## config.mk

```make
export PLATFORM = sky130hd
export DESIGN_NAME = hazard_ctrl_flat
export DESIGN_NICKNAME = d
export VERILOG_FILES = /design/src/rtl/cpu_pkg.sv /design/src/rtl/hazard_ctrl_if.sv /design/src/rtl/hazard_match.sv /design/src/rtl/hazard_ctrl.sv /design/src/flat_wrapper.sv
export SDC_FILE = /design/constraint.sdc
export NUM_CORES = 1
export LEC_CHECK = 0
export ABC_AREA = 1
export BUFFER_PORTS_ARGS = -buffer_cell sky130_fd_sc_hd__buf_2
export CAP_MARGIN = 0
export CELL_PAD_IN_SITES_DETAIL_PLACEMENT = 1
export CELL_PAD_IN_SITES_GLOBAL_PLACEMENT = 1
export CORE_ASPECT_RATIO = 0.7
export CORE_MARGIN = 1.5
export CORE_UTILIZATION = 37
export DETAILED_ROUTE_END_ITERATION = 8
export PLACE_DENSITY_LB_ADDON = 0.1
export SLEW_MARGIN = 0
export SYNTH_ARGS = -nofsm -noshare
export SYNTH_HDL_FRONTEND = slang
export SYNTH_HIERARCHICAL = 1
export SYNTH_SLANG_ARGS = --single-unit
```

## constraint.sdc

```tcl
create_clock -name clk -period 2.2 [get_ports clk]
set_input_delay 0.22 -clock clk [delete_from_list [all_inputs] [get_ports clk]]
set_output_delay 0.22 -clock clk [all_outputs]
set_load 0.1 [all_outputs]
```

## src/rtl/cpu_pkg.sv

```systemverilog
// cpu_pkg: shared CPU types and defaults.
// Provides the mul/div FSM state enum, the hard-wired zero register index
// and the default multiply/divide latencies.
package cpu_pkg;
    typedef enum logic {IDLE, BUSY} md_state_t;
    localparam logic [4:0] REG_ZERO    = 5'd0;
    localparam int         MUL_LAT_DEF = 4;
    localparam int         DIV_LAT_DEF = 32;
endpackage

```

## src/rtl/hazard_ctrl_if.sv

```systemverilog
// hazard_ctrl_if: ID-stage hazard bus.
// master: drives ID/EX/MEM control fields, receives pipeline enables,
//         flush/bubble, mul/div status and the stall counter.
// slave:  the hazard controller side.
interface hazard_ctrl_if #(parameter int CNT_W = 32);
    logic [4:0]       id_rs, id_rt, ex_dst, mem_dst;
    logic             id_use_rs, id_use_rt, id_is_branch, id_branch_taken;
    logic             id_md_start, id_md_is_div, id_reads_hilo;
    logic             ex_mem_read, ex_reg_write, mem_mem_read;
    logic             pc_write, ifid_write, ifid_flush, idex_bubble, md_busy, md_done;
    logic [CNT_W-1:0] stall_cycles;
    modport master (
        output id_rs, id_rt, ex_dst, mem_dst, id_use_rs, id_use_rt, id_is_branch,
               id_branch_taken, id_md_start, id_md_is_div, id_reads_hilo,
               ex_mem_read, ex_reg_write, mem_mem_read,
        input  pc_write, ifid_write, ifid_flush, idex_bubble, md_busy, md_done, stall_cycles
    );
    modport slave (
        input  id_rs, id_rt, ex_dst, mem_dst, id_use_rs, id_use_rt, id_is_branch,
               id_branch_taken, id_md_start, id_md_is_div, id_reads_hilo,
               ex_mem_read, ex_reg_write, mem_mem_read,
        output pc_write, ifid_write, ifid_flush, idex_bubble, md_busy, md_done, stall_cycles
    );
endinterface

```

## src/rtl/hazard_match.sv

```systemverilog
// hazard_match: source/destination register comparator.
// i_src/i_use: source register and its read flag; i_dst/i_wr: destination
// and its qualifying write flag; o_hit: dependency found ($0 never matches).
module hazard_match
    import cpu_pkg::*;
(
    input  logic [4:0] i_src,
    input  logic       i_use,
    input  logic [4:0] i_dst,
    input  logic       i_wr,
    output logic       o_hit
);
    assign o_hit = i_wr && i_use && (i_src != REG_ZERO) && (i_src == i_dst);
endmodule

```

## src/rtl/hazard_ctrl.sv

```systemverilog
// hazard_ctrl: ID-stage hazard controller of the 5-stage pipeline.
// clk/reset: clock and synchronous active-high reset.
// bus: slave side of hazard_ctrl_if (ID/EX/MEM control fields in; PC and
//      IF/ID enables, IF/ID flush, ID/EX bubble, mul/div status and the
//      saturating stall-cycle counter out).
module hazard_ctrl
    import cpu_pkg::*;
#(
    parameter int MUL_LAT = MUL_LAT_DEF,
    parameter int DIV_LAT = DIV_LAT_DEF,
    parameter int CNT_W   = 32
) (
    input logic          clk,
    input logic          reset,
    hazard_ctrl_if.slave bus
);
    localparam int MAXL = (MUL_LAT > DIV_LAT) ? MUL_LAT : DIV_LAT;
    localparam int CW   = $clog2(MAXL + 1);

    md_state_t        r_state;
    logic [CW-1:0]    r_cnt;
    logic [CNT_W-1:0] r_stall_cycles;
    logic [5:0][4:0]  w_src, w_dst;
    logic [5:0]       w_use, w_wr, w_hit;
    logic             w_load_use, w_br_hz, w_md_hz, w_stall, w_start, w_busy;

    // Bits 1:0 load-use vs EX, 3:2 branch vs EX ALU write, 5:4 branch vs MEM load.
    assign w_src = {bus.id_rt, bus.id_rs, bus.id_rt, bus.id_rs, bus.id_rt, bus.id_rs};
    assign w_use = {bus.id_use_rt, bus.id_use_rs, bus.id_use_rt, bus.id_use_rs, bus.id_use_rt, bus.id_use_rs};
    assign w_dst = {bus.mem_dst, bus.mem_dst, bus.ex_dst, bus.ex_dst, bus.ex_dst, bus.ex_dst};
    assign w_wr  = {{2{bus.mem_mem_read}}, {2{bus.ex_reg_write}}, {2{bus.ex_mem_read}}};

    for (genvar i = 0; i < 6; i++) begin : g_match
        hazard_match u_match (
            .i_src (w_src[i]),
            .i_use (w_use[i]),
            .i_dst (w_dst[i]),
            .i_wr  (w_wr[i]),
            .o_hit (w_hit[i])
        );
    end

    assign w_busy     = (r_state == BUSY);
    assign w_load_use = |w_hit[1:0];
    assign w_br_hz    = bus.id_is_branch && (|w_hit[5:2]);
    assign w_md_hz    = w_busy && (bus.id_reads_hilo || bus.id_md_start);
    assign w_stall    = w_load_use || w_br_hz || w_md_hz;
    assign w_start    = !w_stall && bus.id_md_start;

    assign bus.pc_write     = !w_stall;
    assign bus.ifid_write   = !w_stall;
    assign bus.idex_bubble  = w_stall;
    assign bus.ifid_flush   = !w_stall && bus.id_is_branch && bus.id_branch_taken;
    assign bus.md_busy      = w_busy;
    assign bus.md_done      = w_busy && (r_cnt == '0);
    assign bus.stall_cycles = r_stall_cycles;

    // cnt holds remaining busy cycles minus one, so done fires when it hits 0.
    always_ff @(posedge clk) begin
        if (reset) begin
            r_state <= IDLE;
            r_cnt   <= '0;
        end else if (r_state == IDLE) begin
            if (w_start) begin
                r_state <= BUSY;
                r_cnt   <= bus.id_md_is_div ? CW'(DIV_LAT - 1) : CW'(MUL_LAT - 1);
            end
        end else begin
            r_state <= (r_cnt == '0) ? IDLE : BUSY;
            r_cnt   <= (r_cnt == '0) ? '0 : r_cnt - 1'b1;
        end
    end

    always_ff @(posedge clk) begin
        if (reset)
            r_stall_cycles <= '0;
        else if (w_stall && !(&r_stall_cycles))
            r_stall_cycles <= r_stall_cycles + 1'b1;
    end
endmodule

```

## src/flat_wrapper.sv

```systemverilog
// flat-port wrapper written by rule: the top's interface ports become plain ports
module hazard_ctrl_flat import cpu_pkg::*;
#(
    parameter int MUL_LAT = MUL_LAT_DEF,
    parameter int DIV_LAT = DIV_LAT_DEF,
    parameter int CNT_W   = 32
)
  (clk, reset, bus_id_rs, bus_id_rt, bus_ex_dst, bus_mem_dst, bus_id_use_rs, bus_id_use_rt, bus_id_is_branch, bus_id_branch_taken, bus_id_md_start, bus_id_md_is_div, bus_id_reads_hilo, bus_ex_mem_read, bus_ex_reg_write, bus_mem_mem_read, bus_pc_write, bus_ifid_write, bus_ifid_flush, bus_idex_bubble, bus_md_busy, bus_md_done, bus_stall_cycles);
  hazard_ctrl_if #(.CNT_W(CNT_W)) bus_i ();
  input logic clk;
  input logic reset;
  input wire logic [$bits(bus_i.id_rs)-1:0] bus_id_rs;
  input wire logic [$bits(bus_i.id_rt)-1:0] bus_id_rt;
  input wire logic [$bits(bus_i.ex_dst)-1:0] bus_ex_dst;
  input wire logic [$bits(bus_i.mem_dst)-1:0] bus_mem_dst;
  input wire logic [$bits(bus_i.id_use_rs)-1:0] bus_id_use_rs;
  input wire logic [$bits(bus_i.id_use_rt)-1:0] bus_id_use_rt;
  input wire logic [$bits(bus_i.id_is_branch)-1:0] bus_id_is_branch;
  input wire logic [$bits(bus_i.id_branch_taken)-1:0] bus_id_branch_taken;
  input wire logic [$bits(bus_i.id_md_start)-1:0] bus_id_md_start;
  input wire logic [$bits(bus_i.id_md_is_div)-1:0] bus_id_md_is_div;
  input wire logic [$bits(bus_i.id_reads_hilo)-1:0] bus_id_reads_hilo;
  input wire logic [$bits(bus_i.ex_mem_read)-1:0] bus_ex_mem_read;
  input wire logic [$bits(bus_i.ex_reg_write)-1:0] bus_ex_reg_write;
  input wire logic [$bits(bus_i.mem_mem_read)-1:0] bus_mem_mem_read;
  output wire logic [$bits(bus_i.pc_write)-1:0] bus_pc_write;
  output wire logic [$bits(bus_i.ifid_write)-1:0] bus_ifid_write;
  output wire logic [$bits(bus_i.ifid_flush)-1:0] bus_ifid_flush;
  output wire logic [$bits(bus_i.idex_bubble)-1:0] bus_idex_bubble;
  output wire logic [$bits(bus_i.md_busy)-1:0] bus_md_busy;
  output wire logic [$bits(bus_i.md_done)-1:0] bus_md_done;
  output wire logic [$bits(bus_i.stall_cycles)-1:0] bus_stall_cycles;
  assign bus_i.id_rs = bus_id_rs;
  assign bus_i.id_rt = bus_id_rt;
  assign bus_i.ex_dst = bus_ex_dst;
  assign bus_i.mem_dst = bus_mem_dst;
  assign bus_i.id_use_rs = bus_id_use_rs;
  assign bus_i.id_use_rt = bus_id_use_rt;
  assign bus_i.id_is_branch = bus_id_is_branch;
  assign bus_i.id_branch_taken = bus_id_branch_taken;
  assign bus_i.id_md_start = bus_id_md_start;
  assign bus_i.id_md_is_div = bus_id_md_is_div;
  assign bus_i.id_reads_hilo = bus_id_reads_hilo;
  assign bus_i.ex_mem_read = bus_ex_mem_read;
  assign bus_i.ex_reg_write = bus_ex_reg_write;
  assign bus_i.mem_mem_read = bus_mem_mem_read;
  assign bus_pc_write = bus_i.pc_write;
  assign bus_ifid_write = bus_i.ifid_write;
  assign bus_ifid_flush = bus_i.ifid_flush;
  assign bus_idex_bubble = bus_i.idex_bubble;
  assign bus_md_busy = bus_i.md_busy;
  assign bus_md_done = bus_i.md_done;
  assign bus_stall_cycles = bus_i.stall_cycles;
  hazard_ctrl #(.MUL_LAT(MUL_LAT), .DIV_LAT(DIV_LAT), .CNT_W(CNT_W)) u_core (.clk(clk), .reset(reset), .bus(bus_i));
endmodule
```

==> results.md, run 1 <==
- Met3 Use GR: 0.04161
- H-tree Lvls: 2
- Pre-CTS WS: 0.02839 ns
- Die X-Extent: 117.1 um
- # placed instances: 783
- Switching power: 0.0007205 W
- Area Overhead vs Synth: 20.70%
- CP Launch Type: primary input
- HPWL Detailed: 8.999 mm
- I/O Buffers: 69
- CTS sink cnt: 39
- Final RePlAce weighted congestion: 0.8617
- Tcrit/Tclk final: 0.8963
- CORE AREA: 8653 um^2
- DRT Wirelength: 11.08 mm
- Met2 usage: 0.3663
- Max_slew headroom: 0.6554
- Setup TNS: 0 ns
- # setup viols final: 0
- Storage cell area: 810.8 um^2
- Drt wl/cell: 14.00 um
- Sequential Power Share: 0.364
- Status: finished clean
- Die area: 9708 um^2
- Multi-input gate area: 2191 um^2
- Post-DRT Antenna Nets: 0
- Worst path required time: 1.98 ns
- Avg Synthesized Cell Area: 5.631 um^2
- Lkg Pwr: 2.054 nW
- Clk root buf: clkbuf_16
- Cell mode on critical path: nor2_1
- PD cells: 507.7 nW/um^2
- Tmin final: 1.972 ns
- Setup WS post-layout: 0.2281 ns
- DIE HEIGHT: 82.89 um
- Internal power: 0.001346 W
- DR vias/cell: 4.712
- Number of setup buffers added after CTS: 0
- Top Ports: 70
- Yosys warning count: 6
- # fillers: 1271
- Max VDD drop: 0.2775 mV
- Inserted Diodes: 0
- Nets: 705
- CTS buffer count: 5
- DR DRC count: 0
- Cts hold-fix bufs: 0
- Mux contribution to synthesized area: 0
- Mapped Cells: 599
- Share of layout cells above drive strength 1: 0.2444
- Synth Area in XOR/XNOR: 0.04674
- Max-cap violations: 0
- Clock power share: 0.361
- Combinational Power Share: 0.275
- CP max FO: 9
- Synth Area in Adders: 0.01113
- Clk pin slew, worst setup/hold paths: 0.06 ns
- Clk_skew: 0.005060 ns
- Worst path slowest cell: or2_2
- Initial antenna violation count: 0
- Worst-Margin Slew: 0.5161 ns
- GRT Total Usage: 0.2392
- Slew Viols, Final: 0
- CTS resizes: 0
- Clock buffer depth: 2
- Hold Vio Cnt, Final: 0
- Most frequent cells in the layout: nand2_1, nor2_1, inv_1, buf_2, nand3_1
- Row count: 28
- First-pass GRT wire length: 18.49 mm
- Simple-Gate Fraction of Synth Area: 0.4989
- TritonCTS clock tree: done
- FF+latch count, synth: 39
- Vias in the first global route: 3730
- Clock latency on the worst-skew pair: 0.28 ns
- Worst EP arrival: 1.75 ns
- M1 GR Usage: 0.3545
- Tot Pwr: 0.002067 W
- Synth unique cells: 27
- Pin count of the biggest net entering global routing: 28
- Fmax: 507.1 MHz
- Crit-path max cell delay: 0.29 ns
- Initial DRC Count: 206
- Drt first pass iters: 4
- Largest family of logic cells by synthesized area: simple AND/OR/NAND/NOR gates
- Compound-cell area share of the yosys netlist: 0.08754
- Sequential element share of the synthesized area: 0.2315
- Via count: 3727
- Commonest non-fill, non-tap cell in the layout: nand2_1
- Layout Utilization: 0.4705
- RSZ-0062 raised after global routing: false
- Initial Util: 0.3898
- Syn Nets: 634
- Grt ovf: 0
- GRT Max-Usage Layer: met2
- Finished Layout Cells: 791
- Setup CP Type: in -> out
- Post-Syn Area: 3373 um^2
- Min-Delay Path Class: in -> reg
- Critical path endpoint category: output port
- Switching Share: 0.3486
- Crit path cell chain: buf_2 > nor2_1 > nand3_1 > a21oi_1 > nor2_1 > or2_2 > nor2_1 > nand2_4 > clkinvlp_4 > buf_12
## cell usage after synthesis (all sizes together)
cell    count  share of area
nand2     252           0.31
nor2      110           0.14
inv        87          0.097
dfxtp      39           0.23
a21oi      36          0.076
nand3      30          0.045
xor2       10          0.026
o21ai       8          0.012
xnor2       8          0.021
buf         7          0.024
ha          3          0.011
clkbuf      2         0.0022
nor3        2         0.0030
or2         2         0.0037
clkinv      1         0.0011
nand3b      1         0.0022
nand4       1         0.0019
## layout make-up
cell class | count | share of cell area
clock buffer | 7 | 0.03503
clock inverter | 1 | 0.001229
inverter | 88 | 0.08267
multi-input combinational | 463 | 0.5381
sequential | 39 | 0.1991
tap | 120 | 0.03688
timing repair buffer | 73 | 0.1069
## per-stage QoR
step | hold slack, ns | cell area (um^2)
after floorplan | 0.3863 | 3427
after global placement | 0.4813 | 3924
after detailed placement | 0.4808 | 3924
after CTS | 0.2503 | 4071
after global routing | 0.2622 | 4071
final | 0.2571 | 4071
## power groups by stage
stage	clock network [W]	registers (W)	logic [W]
6_report	0.000746	0.000751	0.000569
5_1_grt	0.000796	0.000755	0.000627
4_1_cts	0.000770	0.000751	0.000571
3_5_place_dp	0	0.000767	0.000569
3_3_place_gp	0	0.000766	0.000554
2_1_floorplan	0	0.000804	0.000371
## final timing paths
| path | slack (ns) | depth (start not counted) | to | start |
|---|---|---|---|---|
| worst max-delay path | 0.23 | 10 | bus_pc_write | bus_id_rt[2] |
| worst min-delay path | 0.26 | 3 | u_core/bus.md_busy$_SDFF_PP0_ | bus_id_md_start |
| worst max register to register | 0.33 | 10 | u_core/bus.stall_cycles[23]$_SDFFE_PP0P_ | u_core/bus.stall_cycles[0]$_SDFFE_PP0P_ |
| worst min register to register | 0.49 | 2 | u_core/r_cnt[0]$_SDFFE_PP0P_ | u_core/r_cnt[0]$_SDFFE_PP0P_ |
## state kept, by name, indices dropped and copies added (netlist names)
| register | cells |
|---|---|
| u_core/bus.md_busy | 1 |
| u_core/bus.stall_cycles | 32 |
| u_core/r_cnt | 6 |
## kinds of logic after synthesis
kind of cell | after synthesis
adder cells (fa/ha/maj) | 3
flip-flops | 39
XOR/XNOR | 18
AND/OR/NAND/NOR | 398
buffers and inverters | 97
AO/OA/AOI/OAI | 44
## per-layer routing
metal,wire (um),vias up
met3,488,5
met5,0,-
met2,4584,64
met4,57,0
met1,5947,1718
li1,-,1940
## critical path: cells and delay by family
kind	cells	cell delay, ns
simple gates	6	0.87
buf+inv	3	0.51
compound gates	1	0.13
(Power assumes the default switching activity.)
==> run 2, diff against run 1 <==
--- a/config.mk
+++ b/config.mk
@@ -14,7 +14,7 @@
 export CORE_MARGIN = 1.5
 export CORE_UTILIZATION = 37
 export DETAILED_ROUTE_END_ITERATION = 8
-export PLACE_DENSITY_LB_ADDON = 0.1
+export PLACE_DENSITY = 0.91
 export SLEW_MARGIN = 0
 export SYNTH_ARGS = -nofsm -noshare
 export SYNTH_HDL_FRONTEND = slang
==> run 2 against run 1 <==
First-iteration DRC count down 20%. Highest routed layer unchanged. Combinational power about the same. Non-clock buffer count shrank 1. Power fell by 1.5%. Clock-buffer cell count is 1 lower. Fmax down 3.8%. Largest power group unchanged.
==> results.md, run 2 (synthesized netlist as in run 1, its figures left out) <==
- Status: finished clean (unchanged)
- Layout Utilization: 0.4686 (was 0.4705)
- Commonest non-fill, non-tap cell in the layout: nand2_1 (unchanged)
- DRT Wirelength: 11.61 mm (was 11.08 mm)
- DR DRC count: 0 (unchanged)
- Inserted Diodes: 0 (unchanged)
- Family with the most delay on the worst path: simple AND/OR/NAND/NOR gates (unchanged)
- RSZ-0062 raised after global routing: false (unchanged)
- Nets: 704 (was 705)
- TritonCTS clock tree: done (unchanged)
- Clk pin slew, worst setup/hold paths: 0.06 ns (about the same)
- Crit-path max cell delay: 0.46 ns (was 0.29 ns)
- Worst EP arrival: 1.83 ns (was 1.75 ns)
- Vias in the first global route: 3948 (was 3730)
- Crit path cell chain: buf_2 > inv_1 > nand2_1 > nand2_1 > nor2_1 > nand3_1 > nor2_1 > nor2_1 > nand2_1 > nand2_1 > nand2_4 > buf_2 (was buf_2 > nor2_1 > nand3_1 > a21oi_1 > nor2_1 > or2_2 > nor2_1 > nand2_4 > clkinvlp_4 > buf_12)
- # fillers: 1278 (was 1271)
- CTS buffer count: 5 (unchanged)
- Critical path endpoint category: output port (unchanged)
- Largest register FFs: 32 (unchanged)
- H-tree Lvls: 2 (unchanged)
- Clock latency on the worst-skew pair: 0.29 ns (was 0.28 ns)
- CP Launch Type: primary input (unchanged)
- Tmin final: 2.050 ns (was 1.972 ns)
- GRT Total Usage: 0.2496 (was 0.2392)
- Worst path required time: 1.98 ns (about the same)
- Via count: 3879 (was 3727)
- Pin count of the biggest net entering global routing: 28 (unchanged)
- Max-cap violations: 0 (unchanged)
- Internal power: 0.001310 W (was 0.001346 W)
- Switching power: 0.0007258 W (was 0.0007205 W)
- Hold Vio Cnt, Final: 0 (unchanged)
- I/O Buffers: 69 (unchanged)
- Buffers & Inverters on Critical Path: 3 (unchanged)
- Combinational Power Share: 0.278 (was 0.275)
- Cts hold-fix bufs: 0 (unchanged)
- Row count: 28 (unchanged)
- Initial antenna violation count: 0 (unchanged)
- Die X-Extent: 117.1 um (unchanged)
- Most frequent cells in the layout: nand2_1, nor2_1, inv_1, buf_2, nand3_1 (unchanged)
- # placed instances: 782 (was 783)
- CTS sink cnt: 39 (unchanged)
- Drt first pass iters: 4 (unchanged)
- Number of setup buffers added after CTS: 0 (unchanged)
- CORE AREA: 8653 um^2 (unchanged)
- Clock power share: 0.353 (was 0.361)
- Tot Pwr: 0.002036 W (was 0.002067 W)
- Die area: 9708 um^2 (unchanged)
- Sequential Power Share: 0.369 (was 0.364)
- Grt ovf: 0 (unchanged)
- Cell mode on critical path: nand2_1 (was nor2_1)
- Clk_skew: 0.003096 ns (was 0.005060 ns)
- Clk root buf: clkbuf_16 (unchanged)
- Slew Viols, Final: 0 (unchanged)
- Drt wl/cell: 14.70 um (was 14.00 um)
- Share of layout cells above drive strength 1: 0.2433 (was 0.2444)
- Tcrit/Tclk final: 0.9317 (was 0.8963)
- Post-DRT Antenna Nets: 0 (unchanged)
- HPWL Detailed: 9.351 mm (was 8.999 mm)
- DIE HEIGHT: 82.89 um (unchanged)
- # setup viols final: 0 (unchanged)
- Max VDD drop: 0.3071 mV (was 0.2775 mV)
- Initial DRC Count: 164 (was 206)
- Switching Share: 0.3565 (was 0.3486)
- Final RePlAce weighted congestion: 0.9158 (was 0.8617)
- Fmax: 487.9 MHz (was 507.1 MHz)
- CTS resizes: 0 (unchanged)
- Setup CP Type: in -> out (unchanged)
- Max_slew headroom: 0.6616 (was 0.6554)
- CP max FO: 8 (was 9)
- DR vias/cell: 4.910 (was 4.712)
- Worst path slowest cell: buf_2 (was or2_2)
- Area Overhead vs Synth: 20.22% (was 20.70%)
- Top Ports: 70 (unchanged)
- Worst-Margin Slew: 0.5069 ns (was 0.5161 ns)
- Finished Layout Cells: 790 (was 791)
- First-pass GRT wire length: 19.29 mm (was 18.49 mm)
- Clock buffer depth: 2 (unchanged)
- Min-Delay Path Class: in -> reg (unchanged)
- Lkg Pwr: 2.044 nW (was 2.054 nW)
- Initial Util: 0.3898 (unchanged)
- PD cells: 502.1 nW/um^2 (was 507.7 nW/um^2)
-- run 2: path summary, 6_finish.rpt --
| check | endpoint | slack (ns) | start | depth (start not counted) |
|---|---|---|---|---|
| setup / recovery | bus_idex_bubble | 0.15 | bus_id_rs[1] | 12 |
| hold / removal | u_core/bus.md_busy$_SDFF_PP0_ | 0.28 | bus_id_md_start | 3 |
| setup reg to reg | u_core/bus.stall_cycles[10]$_SDFFE_PP0P_ | 0.27 | u_core/bus.stall_cycles[0]$_SDFFE_PP0P_ | 10 |
| hold reg to reg | u_core/bus.stall_cycles[1]$_SDFFE_PP0P_ | 0.50 | u_core/bus.stall_cycles[1]$_SDFFE_PP0P_ | 2 |
-- run 2: worst reg2reg max path, stage by stage (launching register included) --
cell and delay, ns:
dfxtp_2 0.37, ha_1 0.25, inv_1 0.11, nor2_4 0.19
nand2_4 0.10, nor2_8 0.16, nand2_4 0.09, nand2_4 0.09
inv_2 0.21, nand2_1 0.19, a21oi_2 0.07
-- run 2: area by class of cell --
class                           instances  area (um^2)  share of cell area
Clock inverter                          2        12.51            0.003085
Sequential cell                        39        810.8              0.1999
Multi-Input combinational cell        463         2191              0.5403
Timing Repair Buffer                   72        425.4              0.1049
Clock buffer                            6        128.9             0.03178
Inverter                               88        336.6             0.08300
Tap cell                              120        150.1             0.03703
-- run 2: power by group through the flow --
stage / logic, W / registers, W / clock network (W)
2_1_floorplan: 0.000371 / 0.000804 / 0
3_3_place_gp: 0.000537 / 0.000766 / 0
3_5_place_dp: 0.000563 / 0.000767 / 0
4_1_cts: 0.000568 / 0.000752 / 0.000728
5_1_grt: 0.000616 / 0.000755 / 0.000759
6_report: 0.000567 / 0.000752 / 0.000718
-- run 2: layer usage --
metal  vias up  share of wire  global-route usage
li1       1935              -                   -
met1      1845           0.48              0.3427
met2        88           0.47              0.4173
met3        11          0.041             0.03796
met4         0         0.0084             0.04162
met5         -              0                   0
-- run 2: per-stage QoR --
stage               area (um^2)  TNS [ns]  hold WS (ns)  worst slack, ns
finish                     4055         0        0.2817           0.1503
global route               4055         0        0.2942          0.05283
CTS                        4055         0        0.2788           0.1996
floorplan                  3427   -0.4479        0.3863          -0.1216
global placement           3914         0        0.4822           0.1858
detailed placement         3914         0        0.4904          0.02680
==> run 3, diff against run 2 <==
==> constraint.sdc (replaced) <==
create_clock -name clk -period 2.2 [get_ports clk]
set_input_delay 0.11 -clock clk [delete_from_list [all_inputs] [get_ports clk]]
set_output_delay 0.11 -clock clk [all_outputs]
set_load 0.1 [all_outputs]
==> run 3 against run 2 <==
Flip-flop and latch count is the same. Power grew 12%. Clock-buffer cell count is the same. Cell area grew 1.0%. Combinational power shrank 0.7%. Die area is the same. Fmax shrank 1.8%. Routed wire length grew 3.4%. Register-to-register slack lost 0.16 ns. Non-clock buffer count is the same.
==> results.md, run 3 (synthesized netlist as in run 1, its figures left out) <==
- Nets: 704 (unchanged)
- Initial Util: 0.3898 (unchanged)
- Tmin final: 2.088 ns (was 2.050 ns)
- CTS resizes: 0 (unchanged)
- CP max FO: 27 (was 8)
- Most frequent cells in the layout: nand2_1, nor2_1, inv_1, buf_2, nand3_1 (unchanged)
- Vias in the first global route: 3963 (was 3948)
- Number of setup buffers added after CTS: 0 (unchanged)
- Multi-input gate area: 2186 um^2 (was 2191 um^2)
- M1 GR Usage: 0.3430 (was 0.3427)
- CTS buffer count: 5 (unchanged)
- Pin count of the biggest net entering global routing: 28 (unchanged)
- RSZ-0062 raised after global routing: false (unchanged)
- Finished Layout Cells: 790 (unchanged)
- Critical path endpoint category: flop (was output port)
- Worst-Margin Slew: 0.5439 ns (was 0.5069 ns)
- Max-cap violations: 0 (unchanged)
- Clock buffer depth: 2 (unchanged)
- Largest register FFs: 32 (unchanged)
- Hold Vio Cnt, Final: 0 (unchanged)
- # fillers: 1258 (was 1278)
- DRT Wirelength: 12.01 mm (was 11.61 mm)
- # setup viols final: 0 (unchanged)
- Worst path required time: 2.36 ns (was 1.98 ns)
- First-pass GRT wire length: 19.45 mm (was 19.29 mm)
- Max VDD drop: 0.3476 mV (was 0.3071 mV)
- Top Ports: 70 (unchanged)
- Post-DRT Antenna Nets: 0 (unchanged)
- DR DRC count: 0 (unchanged)
- Cts hold-fix bufs: 0 (unchanged)
- Initial DRC Count: 209 (was 164)
- GRT Total Usage: 0.2532 (was 0.2496)
- DR vias/cell: 4.968 (was 4.910)
- Setup WS post-layout: 0.1117 ns (was 0.1503 ns)
- GRT Max-Usage Layer: met2 (unchanged)
- CORE AREA: 8653 um^2 (unchanged)
- Lkg Pwr: 2.069 nW (was 2.044 nW)
- Inserted Diodes: 0 (unchanged)
- Clock latency on the worst-skew pair: 0.29 ns (about the same)
- Tcrit/Tclk final: 0.9492 (was 0.9317)
- Layout Utilization: 0.4735 (was 0.4686)
- Share of layout cells above drive strength 1: 0.2433 (unchanged)
- I/O Buffers: 69 (unchanged)
- Pre-CTS WS: 0.07645 ns (was 0.02680 ns)
- # placed instances: 782 (unchanged)
- Max_slew headroom: 0.6368 (was 0.6616)
- Area Overhead vs Synth: 21.48% (was 20.22%)
- DIE HEIGHT: 82.89 um (unchanged)
- Slew Viols, Final: 0 (unchanged)
- Status: finished clean (unchanged)
- Initial antenna violation count: 0 (unchanged)
- Worst hold margin: 0.1675 ns (was 0.2817 ns)
- Min-Delay Path Class: in -> reg (unchanged)
- Clk root buf: clkbuf_16 (unchanged)
- Die area: 9708 um^2 (unchanged)
- Via count: 3925 (was 3879)
- Clk_skew: 0.004831 ns (was 0.003096 ns)
- Fmax: 478.9 MHz (was 487.9 MHz)
- CTS sink cnt: 39 (unchanged)
- CP Launch Type: flop (was primary input)
- HPWL Detailed: 9.314 mm (was 9.351 mm)
- Grt ovf: 0 (unchanged)
- Tot Pwr: 0.002271 W (was 0.002036 W)
- Storage cell area: 810.8 um^2 (unchanged)
- TritonCTS clock tree: done (unchanged)
- H-tree Lvls: 2 (unchanged)
- Drt wl/cell: 15.20 um (was 14.70 um)
- Clk pin slew, worst setup/hold paths: 0.06 ns (about the same)
- Final RePlAce weighted congestion: 0.9005 (was 0.9158)
- PD cells: 554.3 nW/um^2 (was 502.1 nW/um^2)
- Row count: 28 (unchanged)
- Met2 usage: 0.4131 (was 0.4173)
- Setup CP Type: reg -> reg (was in -> out)
- Worst EP arrival: 2.25 ns (was 1.83 ns)
- Drt first pass iters: 5 (was 4)
- Commonest non-fill, non-tap cell in the layout: nand2_1 (unchanged)
- Met3 Use GR: 0.05109 (was 0.03796)
- Die X-Extent: 117.1 um (unchanged)
run 3: worst paths after layout:
kind / start / end / slack (ns) / depth (start not counted)
max: u_core/bus.stall_cycles[0]$_SDFFE_PP0P_ / u_core/bus.stall_cycles[23]$_SDFFE_PP0P_ / 0.11 / 10
min reg2reg: u_core/r_cnt[0]$_SDFFE_PP0P_ / u_core/r_cnt[0]$_SDFFE_PP0P_ / 0.49 / 2
min: bus_id_md_start / u_core/bus.md_busy$_SDFF_PP0_ / 0.17 / 3
max reg2reg: u_core/bus.stall_cycles[0]$_SDFFE_PP0P_ / u_core/bus.stall_cycles[23]$_SDFFE_PP0P_ / 0.11 / 10
run 3: layout make-up:
type,count,area share
clock inverters,2,0.01466
repair buffers,72,0.1038
well taps,120,0.03664
clock buffers,6,0.03145
multi-input cells,463,0.5334
inverters,88,0.08214
flip-flops and latches,39,0.1979
run 3: report_power, final:
group	total (W)	internal [W]	switching, W
sequential	0.000751	0.000729	0.0000224
combinational	0.000563	0.000160	0.000403
clock	0.000958	0.000651	0.000307
total	0.00227	0.00154	0.000732
run 3: routing by layer:
metal	share of wire	wire length, um
met3	0.050	597
met1	0.47	5616
met4	0.016	197
met2	0.47	5595
met5	0	0
run 3: metrics by stage:
step	cell area [um^2]	setup TNS (ns)
floorplan	3422	-0.2676
global placement	3909	0
detailed placement	3909	0
CTS	4098	0
global route	4098	0
finish	4098	0
run 3: worst max-delay path, cell delays in order, from the launching register on:
cell and delay (ns):
dfxtp_2 0.37, ha_1 0.24, inv_1 0.11, nor2_4 0.21, nand2_4 0.11, nor2_8 0.16
nand2_4 0.09, nand2_4 0.16, inv_2 0.26, nand2_1 0.18, a21oi_2 0.07
